<file path="src/rtl/tluh_32_pkg.sv">
// ---------------------------------------------------------------------------
// tluh_32_pkg
// Purpose : TL-UL (32-bit data) bus types shared by host and device logic,
//           plus host-adapter helpers (outstanding limit, opcode selection).
// Contents: TL_* widths, tl_a_op_e / tl_d_op_e opcodes, tl_h2d_t / tl_d2h_t
//           channel bundles, tl_host_opcode(we, be).
// ---------------------------------------------------------------------------
package tluh_32_pkg;

    localparam int TL_AW  = 32;
    localparam int TL_DW  = 32;
    localparam int TL_AIW = 8;
    localparam int TL_DIW = 1;
    localparam int TL_DBW = TL_DW / 8;
    localparam int TL_SZW = 2;

    // Hard upper bound on outstanding requests for the host adapter
    localparam int TL_HOST_MAX_REQS_LIMIT = 4;

    typedef enum logic [2:0] {
        PutFullData    = 3'h0,
        PutPartialData = 3'h1,
        Get            = 3'h4
    } tl_a_op_e;

    typedef enum logic [2:0] {
        AccessAck     = 3'h0,
        AccessAckData = 3'h1
    } tl_d_op_e;

    typedef struct packed {
        logic              a_valid;
        tl_a_op_e          a_opcode;
        logic [2:0]        a_param;
        logic [TL_SZW-1:0] a_size;
        logic [TL_AIW-1:0] a_source;
        logic [TL_AW-1:0]  a_address;
        logic [TL_DBW-1:0] a_mask;
        logic [TL_DW-1:0]  a_data;
        logic [15:0]       a_user;
        logic              d_ready;
    } tl_h2d_t;

    typedef struct packed {
        logic              d_valid;
        tl_d_op_e          d_opcode;
        logic [2:0]        d_param;
        logic [TL_SZW-1:0] d_size;
        logic [TL_AIW-1:0] d_source;
        logic [TL_DIW-1:0] d_sink;
        logic [TL_DW-1:0]  d_data;
        logic [15:0]       d_user;
        logic              d_error;
        logic              a_ready;
    } tl_d2h_t;

    // Reads are Get; a write is a full put only when every byte lane is enabled
    function automatic tl_a_op_e tl_host_opcode(input logic we, input logic [TL_DBW-1:0] be);
        if (!we)                 return Get;
        else if (be == '1)       return PutFullData;
        else                     return PutPartialData;
    endfunction

endpackage

</file>
<file path="src/rtl/tlul_host_adapter.sv">
// ---------------------------------------------------------------------------
// tlul_host_adapter
// Purpose : Bridges a req/gnt/rvalid register-style master onto a TL-UL host
//           port. Up to MAX_REQS transactions may be in flight; responses are
//           expected in order and source IDs are issued round-robin.
// Ports   : clk_i, rst_i (async, active high)
//           req_i/gnt_o, we_i, addr_i, wdata_i, be_i   - master request side
//           valid_o, rdata_o, err_o                     - master response side
//           tl_o (tl_h2d_t), tl_i (tl_d2h_t)            - TL-UL host port
// Params  : MAX_REQS (1..4, <= 2**TL_AIW)
// Options : `define TLUL_HOST_SRC_CHECK_EN to check each D beat's d_source
//           against the expected in-order ID and flag a mismatch via err_o.
// ---------------------------------------------------------------------------
module tlul_host_adapter
    import tluh_32_pkg::*;
#(
    parameter int MAX_REQS = 2
) (
    input  logic        clk_i,
    input  logic        rst_i,
    input  logic        req_i,
    output logic        gnt_o,
    input  logic        we_i,
    input  logic [31:0] addr_i,
    input  logic [31:0] wdata_i,
    input  logic [3:0]  be_i,
    output logic        valid_o,
    output logic [31:0] rdata_o,
    output logic        err_o,
    output tl_h2d_t     tl_o,
    input  tl_d2h_t     tl_i
);

    localparam int IW = (MAX_REQS > 1) ? $clog2(MAX_REQS) : 1;
    localparam int CW = $clog2(MAX_REQS + 1);

    logic [IW-1:0] r_issue;
    logic [IW-1:0] r_retire;
    logic [CW-1:0] r_outst;
    logic          r_valid;
    logic [31:0]   r_rdata;
    logic          r_err;
    logic          spurious_q;

    logic w_a_valid;
    logic w_gnt;
    logic w_d_acc;
    logic w_src_err;
    logic w_unused;

    // Full check uses the registered count, so a slot freed by a response
    // only becomes grantable on the following cycle.
    assign w_a_valid = req_i && (r_outst < CW'(MAX_REQS));
    assign w_gnt     = w_a_valid && tl_i.a_ready;
    // A D beat with nothing outstanding has no owner and is dropped
    assign w_d_acc   = tl_i.d_valid && (r_outst != '0);

`ifdef TLUL_HOST_SRC_CHECK_EN
    assign w_src_err = (tl_i.d_source != {{(TL_AIW-IW){1'b0}}, r_retire});
    assign w_unused  = ^{tl_i.d_param, tl_i.d_size, tl_i.d_sink, tl_i.d_user};
`else
    assign w_src_err = 1'b0;
    assign w_unused  = ^{tl_i.d_param, tl_i.d_size, tl_i.d_sink, tl_i.d_user, tl_i.d_source};
`endif

    always_comb begin
        tl_o           = '0;
        tl_o.a_valid   = w_a_valid;
        tl_o.a_opcode  = tl_host_opcode(we_i, be_i);
        tl_o.a_param   = 3'd0;
        tl_o.a_size    = 2'd2;
        tl_o.a_source  = {{(TL_AIW-IW){1'b0}}, r_issue};
        tl_o.a_address = {addr_i[31:2], 2'b00};
        tl_o.a_mask    = be_i;
        tl_o.a_data    = wdata_i;
        tl_o.a_user    = '0;
        tl_o.d_ready   = 1'b1;
    end

    assign gnt_o   = w_gnt;
    assign valid_o = r_valid;
    assign rdata_o = r_rdata;
    assign err_o   = r_err;

    always_ff @(posedge clk_i or posedge rst_i) begin
        if (rst_i) begin
            r_issue    <= '0;
            r_retire   <= '0;
            r_outst    <= '0;
            r_valid    <= 1'b0;
            r_rdata    <= '0;
            r_err      <= 1'b0;
            spurious_q <= 1'b0;
        end else begin
            if (w_gnt)
                r_issue <= (r_issue == IW'(MAX_REQS - 1)) ? '0 : r_issue + 1'b1;
            if (w_d_acc)
                r_retire <= (r_retire == IW'(MAX_REQS - 1)) ? '0 : r_retire + 1'b1;

            // Grant and retire in the same cycle cancel out
            case ({w_gnt, w_d_acc})
                2'b10:   r_outst <= r_outst + 1'b1;
                2'b01:   r_outst <= r_outst - 1'b1;
                default: r_outst <= r_outst;
            endcase

            r_valid <= w_d_acc;
            if (w_d_acc) begin
                r_rdata <= (tl_i.d_opcode == AccessAckData) ? tl_i.d_data : 32'h0;
                r_err   <= tl_i.d_error | w_src_err;
            end

            if (tl_i.d_valid && (r_outst == '0))
                spurious_q <= 1'b1;
        end
    end

    // A-channel valid may only fall after a handshake
    a_valid_stable: assert property (@(posedge clk_i) disable iff (rst_i)
        (tl_o.a_valid && !tl_i.a_ready) |=> tl_o.a_valid);

    // Master must hold request and payload until granted
    m_payload_stable: assert property (@(posedge clk_i) disable iff (rst_i)
        (req_i && !gnt_o) |=> (req_i && $stable({we_i, addr_i, wdata_i, be_i})));

endmodule

</file>
<file path="config.mk">
export PLATFORM = sky130hd
export DESIGN_NAME = tlul_host_adapter
export DESIGN_NICKNAME = d
export VERILOG_FILES = /design/src/rtl/tluh_32_pkg.sv /design/src/rtl/tlul_host_adapter.sv
export SDC_FILE = /design/constraint.sdc
export NUM_CORES = 1
export LEC_CHECK = 0
export CAP_MARGIN = 10
export CORE_AREA = 4 4 105 107
export DETAILED_ROUTE_END_ITERATION = 16
export DIE_AREA = 0 0 109 111
export PLACE_DENSITY = 0.72
export SKIP_LAST_GASP = 1
export SYNTH_ARGS = -nofsm -noshare
export SYNTH_HDL_FRONTEND = slang
export SYNTH_SLANG_ARGS = --single-unit
</file>
<file path="constraint.sdc">
create_clock -name clk_i -period 1.8 [get_ports clk_i]
set_input_delay 0.36 -clock clk_i [delete_from_list [all_inputs] [get_ports clk_i]]
set_output_delay 0.36 -clock clk_i [all_outputs]
set_load 0.02 [all_outputs]
</file>
==> results of run 1 <==
cell families (layout without fill, tap and decap cells):
family	Yosys count	after routing	synth area share, %
XOR/XNOR	4	4	1.64
adder cells (fa/ha/maj)	1	1	0.585
other	2	32	0.351
AND/OR/NAND/NOR	4	4	1.76
AO/OA/AOI/OAI	34	34	13.9
multiplexers	1	1	0.527
flip-flops	37	37	43.3
buffers and inverters	110	107	37.9
report_power, final:
part	internal (W)	leakage, nW	switching [W]
logic	0.000466	0.668	0.000493
registers	0.000967	0.499	0.0000916
clock network	0.000403	0.0540	0.000297
total	0.00184	1.22	0.000881
path summary, 6_finish.rpt:
kind / depth (start not counted) / to / from
worst max-delay path: 4 / tl_o[98] / we_i
worst max register to register: 6 / r_outst[1] / r_outst[1]
worst min register to register: 1 / r_issue / r_issue
min in group clk_i: 1 / r_issue / r_issue
max in group asynchronous: 3 / rdata_o[20] / rst_i
worst min-delay path: 3 / r_issue / rst_i
Yosys cell counts:
cell type / number / share of area [%]
xnor2_1: 3 / 1.2
nand2_1: 1 / 0.18
inv_1: 4 / 0.70
mux2_1: 1 / 0.53
xor2_1: 1 / 0.41
nor2_1: 1 / 0.18
buf_6: 3 / 1.6
ha_1: 1 / 0.59
dfrtp_1: 37 / 43
buf_4: 100 / 35
a41oi_1: 1 / 0.41
nor4b_4: 1 / 1.1
clkbuf_1: 3 / 0.53
nor2b_1: 1 / 0.29
a22o_1: 32 / 13
o21ai_2: 1 / 0.41
conb_1: 2 / 0.35
layout make-up:
type | instances | share of cell area (%)
clock buffers | 5 | 2.55
clock inverters | 2 | 1.30
inverters | 4 | 0.557
multi-input cells | 76 | 19.4
flip-flops and latches | 37 | 34.4
well taps | 136 | 6.32
repair buffers | 96 | 35.5
metal layers:
| metal | vias to the layer above | share of wire [%] |
|---|---|---|
| li1 | 564 | - |
| met2 | 98 | 46 |
| met5 | - | 0 |
| met3 | 35 | 14 |
| met1 | 641 | 35 |
| met4 | 0 | 4.5 |
per-stage QoR:
stage | instances | cell area, sq um | hold WS, ns | setup WS, ns
floorplan | 223 | 2250 | 0.448 | 0.0519
global placement | 349 | 2600 | 0.465 | -0.257
detailed placement | 349 | 2600 | 0.472 | -0.261
CTS | 356 | 2690 | 0.399 | 0.00909
global route | 356 | 2690 | 0.422 | 0.00256
finish | 356 | 2690 | 0.405 | 0.0780
registers in the layout (all words and copies together), names as in the netlist:
signal	cells
err_o	1
r_issue	1
r_outst	2
rdata_o	32
valid_o	1
worst min-delay path, stage by stage:
cell	delay [ns]
clkdlybuf4s50_1	0.40
clkinv_1	0.07
buf_12	0.22
timing repair:
item / in CTS / in global routing
resized for setup: 7 / 4
buffers inserted: 0 / 0
hold endpoints to repair: 0 / 0
endpoints found under the setup margin: 7 / 3
cloned: 0 / 0
==> reports/results.ini, run 1 <==
[placed_design]
dp.final_hpwl_microns=3830
gp_congestion=0.623
port_buffers=88

[floorplan]
die-area_sq_mm=0.0121
design.portCount=277
rows=37
die_y_microns=111
core_area_sq_mm=0.0101
start_util_pct=21.1
die_w_microns=109

[detailed_routing]
drc=0
routedWlPerCell_microns=14.1
first_iter_violations=28
drt_pre_antenna_iters=4
drtAntennaViolNets=0
vias=1338
routed_wl_microns=5010
drt-vias-per-instance=3.76

[logic_synthesis]
ys_ff_latch=37
synth.avg_cell_area_sq_um=11.1
seq_area_frac_synth_pct=43.3
ys_warn_count=0
syn_area_sq_mm=0.00214
syn_inst=193
synth.distinct_cells=17

[setup_path]
arrival_ns=1.36
cp_top_family=buffers and inverters
path_cells=clkdlybuf4s50_1 > inv_1 > a41oi_1 > clkdlybuf4s15_1
worstSetupStartpointType=input pin
timing.critical_path.buf_inv=3
rrSetupSlack_ns=0.31
path_class=in -> out
cpPeakStageDelay_ns=0.45
end_kind=output pin
critPathRequiredTime_ns=1.44
crit_fanout=2
slowest_stage=clkdlybuf4s50_1

[clock_tree]
cts_tree=done
clock-sinks=37
path_clk_slew_ns=0.08
holdBufCountCts=0
clockRootBuffer=clkbuf_8
cts-buffers-inserted=5
insertion_delay_ns=0.28
clock_path_buffers=2
htreeDepth=2

[timing]
timing.fmax_ghz=0.581
fin_skew_ns=0.00710
final-hold-violation-count=0
totalNegativeSetupSlack_ns=0
rsz0062_at_grt=false
finalSetupViolations=0
fin_crit_ns=1.72
period_share_pct=95.7
drv_slew=0

[power_and_ir_drop]
power_leakage_nw=1.22
total_power_w=0.00272
vdd_drop_max_mv=0.310
powerDensity_mw_per_mm2=1010

[grt]
busiest_layer=met2
grt_max_degree=38
grt_pass1_vias=1369
met1_usage_pct=7.95
grt-ovfl-total=0
grt_pass1_wl_microns=7330
antenna_found_initial=0
grtUsageTotal_pct=7.87
gr-usage-met2_pct=12.7
use_met3_pct=3.90

[hold_path]
hp-class=in -> async

[cells_and_area]
drive_above_1_share_pct=8.18
multiInputGateArea_sq_um=522
area_delta_synth_final_pct=26.0
layout_commonest_cell=clkdlybuf4s50_1
final_core_utilization_pct=26.6
final_cell_mix=clkdlybuf4s50_1 (80), dfrtp_1 (37), a22o_1 (32), conb_1 (32), buf_4 (6)
nFillCells=1053
final_nets=361
antenna_cells=0
register_area_sq_um=926

[run]
maxCapViolCount=0

[run_status]
outcome=complete, no violations

Note: power is estimated with default switching activity, not from simulation.
==> inputs of run 2 (changes only) <==
--- a/config.mk
+++ b/config.mk
@@ -10,6 +10,7 @@
 export DETAILED_ROUTE_END_ITERATION = 16
 export DIE_AREA = 0 0 109 111
 export PLACE_DENSITY = 0.72
+export REMOVE_ABC_BUFFERS = 1
 export SKIP_LAST_GASP = 1
 export SYNTH_ARGS = -nofsm -noshare
 export SYNTH_HDL_FRONTEND = slang
==> run 2 against run 1 <==
Die area unchanged. Largest cell class unchanged. Cell count shrank 0.28%. Critical endpoint unchanged. Worst hold slack improved by 0.016 ns. Clock power grew 11%.
==> reports/results.ini, run 2 (synthesized netlist as in run 1, its figures left out) <==
[setup_path]
worstSetupStartpointType=input pin
path_class=in -> out
reg2reg_depth=5  ; -1
arrival_ns=1.36  ; about the same
end_kind=output pin
crit_end=tl_o[98]
crit_fanout=2  ; unchanged
r2r_end=r_outst[1]
r2r_start=r_outst[0]
rrSetupSlack_ns=0.24  ; -0.07 ns
critPathRequiredTime_ns=1.44  ; about the same
startpoint=we_i

[timing]
finalSetupViolations=0  ; unchanged
fin_skew_ns=0.00496  ; -0.00214 ns
period_share_pct=95.5  ; -0.19 points
totalNegativeSetupSlack_ns=0  ; unchanged
drv_slew=0  ; unchanged
rsz0062_at_grt=false
fin_crit_ns=1.72  ; -0.00349 ns
final-hold-violation-count=0  ; unchanged
timing.fmax_ghz=0.582  ; +0.20%

[power_and_ir_drop]
vdd_drop_max_mv=0.439  ; +42%
power.internal_w=0.00188  ; +2.1%
pwr-share-comb_pct=34.1  ; -1.2 points
power_frac_seq_pct=38.1  ; -0.9 points
power_leakage_nw=1.22  ; -0.26%
swShare_pct=32.9  ; +0.52 points
p_sw_w=0.000921  ; +4.6%
total_power_w=0.00280  ; +2.9%
clockPowerShare_pct=27.8  ; +2.0 points
powerDensity_mw_per_mm2=1040  ; +2.9%

[detailed_routing]
drtAntennaViolNets=0  ; unchanged
drt_pre_antenna_iters=4  ; unchanged
drc=0  ; unchanged
wl_met1_microns=1690  ; -4.3%
maxUsedRoutingLayer=met4
drt-vias-per-instance=3.85  ; +2.5%
wl_met2_microns=6030  ; +160%
routedWlPerCell_microns=31.1  ; +120%
first_iter_violations=24  ; -14%
wl_met3_microns=3100  ; +350%
vias=1367  ; +2.2%
routed_wl_microns=11000  ; +120%

[cells_and_area]
final_cell_mix=clkdlybuf4s50_1 (80), dfrtp_1 (37), a22o_1 (32), conb_1 (32), clkbuf_8 (6)
layout.cells.non_filler=355  ; -0.28%
area_delta_synth_final_pct=26.0  ; about the same
drive_above_1_share_pct=7.76  ; -0.42 points
final_nets=359  ; -0.55%
nFillCells=1041  ; -1.1%
layout_commonest_cell=clkdlybuf4s50_1
design_area_sq_mm=0.00270  ; about the same
antenna_cells=0  ; unchanged
largest_register_ff_count=32  ; unchanged

[clock_tree]
path_clk_slew_ns=0.08  ; about the same
clockRootBuffer=clkbuf_8
clock_path_buffers=2  ; unchanged
htreeDepth=2  ; unchanged
clock-sinks=37  ; unchanged
cts_tree=done
cts-buffers-inserted=5  ; unchanged
insertion_delay_ns=0.29  ; about the same

[placed_design]
gp_congestion=0.724  ; +16%
dp.cells=347  ; -0.57%
dp.final_hpwl_microns=9910  ; +160%
placed_cell_area_sq_mm=0.00258  ; -0.58%
port_buffers=88  ; unchanged

[floorplan]
die_w_microns=109  ; unchanged
start_util_pct=21.1  ; unchanged
design.portCount=277  ; unchanged
core_area_sq_mm=0.0101  ; unchanged
die_y_microns=111  ; unchanged
die-area_sq_mm=0.0121  ; unchanged
rows=37  ; unchanged

[grt]
grt-ovfl-total=0  ; unchanged
grt_max_degree=38  ; unchanged
grt_pass1_wl_microns=13700  ; +87%
grtUsageTotal_pct=17.5  ; +9.6 points
antenna_found_initial=0  ; unchanged
grt_pass1_vias=1388  ; +1.4%

[run]
maxCapViolCount=0  ; unchanged

[run_status]
outcome=complete, no violations

[hold_path]
hp-class=in -> async

[run 2: cell count changes in the layout (fill, tap and decap cells not counted)]
cell,previous run,this run
clkinv_2,1,0
buf_4,6,4
clkinv_1,1,0
clkinvlp_4,0,1
clkbuf_8,5,6
inv_1,3,4
[run 2: power groups by stage]
| stage | combinational, W | clock, W | sequential, W |
|---|---|---|---|
| after floorplan | 0.000324 | 0 | 0.00120 |
| after global routing | 0.00102 | 0.000848 | 0.00108 |
| after global placement | 0.000953 | 0 | 0.00108 |
| final | 0.000954 | 0.000778 | 0.00106 |
| after detailed placement | 0.000971 | 0 | 0.00108 |
| after CTS | 0.000964 | 0.000812 | 0.00107 |
[run 2: metal layers]
layer  global-route usage [%]  up-vias
met5                        0        -
met2                     33.0      180
li1                         -      559
met3                     21.5       13
met4                     4.21        0
met1                     8.38      615
[run 2: worst min path at each step]
| stage | end | slack, ns |
|---|---|---|
| floorplan | r_outst[1] | 0.48 |
| detailed placement | r_issue | 0.47 |
| finish | rdata_o[27] | 0.42 |
| global placement | r_issue | 0.47 |
| CTS | rdata_o[11] | 0.43 |
| global route | rdata_o[27] | 0.44 |
[run 2: timing repair]
action	in CTS	in global routing
endpoints found under the setup margin	7	3
hold buffers	0	0
buffers inserted	0	0
resized for setup	7	4
[run 2: critical path, cell delays in order]
cell and delay [ns]:
clkdlybuf4s50_1 0.45, inv_1 0.05, a41oi_1 0.16, clkdlybuf4s15_1 0.34
[run 2: through the flow]
step                      setup slack [ns]  hold slack (ns)  util [%]
after detailed placement            -0.272            0.465      25.5
final                               0.0815            0.421      26.6
after global placement              -0.266            0.474      25.5
after floorplan                     -0.227            0.483         -
after global routing               0.00177            0.439      26.6
after CTS                          0.00615            0.425      26.6
[run 2: area by class of cell]
| class | instances | area, sq um | area share (%) |
|---|---|---|---|
| clock buffer | 6 | 82.6 | 3.06 |
| clock inverter | 2 | 37.5 | 1.39 |
| inverter | 4 | 15.0 | 0.557 |
| multi-input combinational | 76 | 522 | 19.4 |
| sequential | 37 | 926 | 34.4 |
| tap | 136 | 170 | 6.31 |
| timing repair buffer | 94 | 942 | 35.0 |
==> inputs of run 3 (changes only) <==
--- a/config.mk
+++ b/config.mk
@@ -9,6 +9,7 @@
 export CORE_AREA = 4 4 105 107
 export DETAILED_ROUTE_END_ITERATION = 16
 export DIE_AREA = 0 0 109 111
+export GPL_ROUTABILITY_DRIVEN = 0
 export PLACE_DENSITY = 0.72
 export REMOVE_ABC_BUFFERS = 1
 export SKIP_LAST_GASP = 1
==> results of run 3 <==
No change in the layout: final DEF, timing and power equal those of run 2.
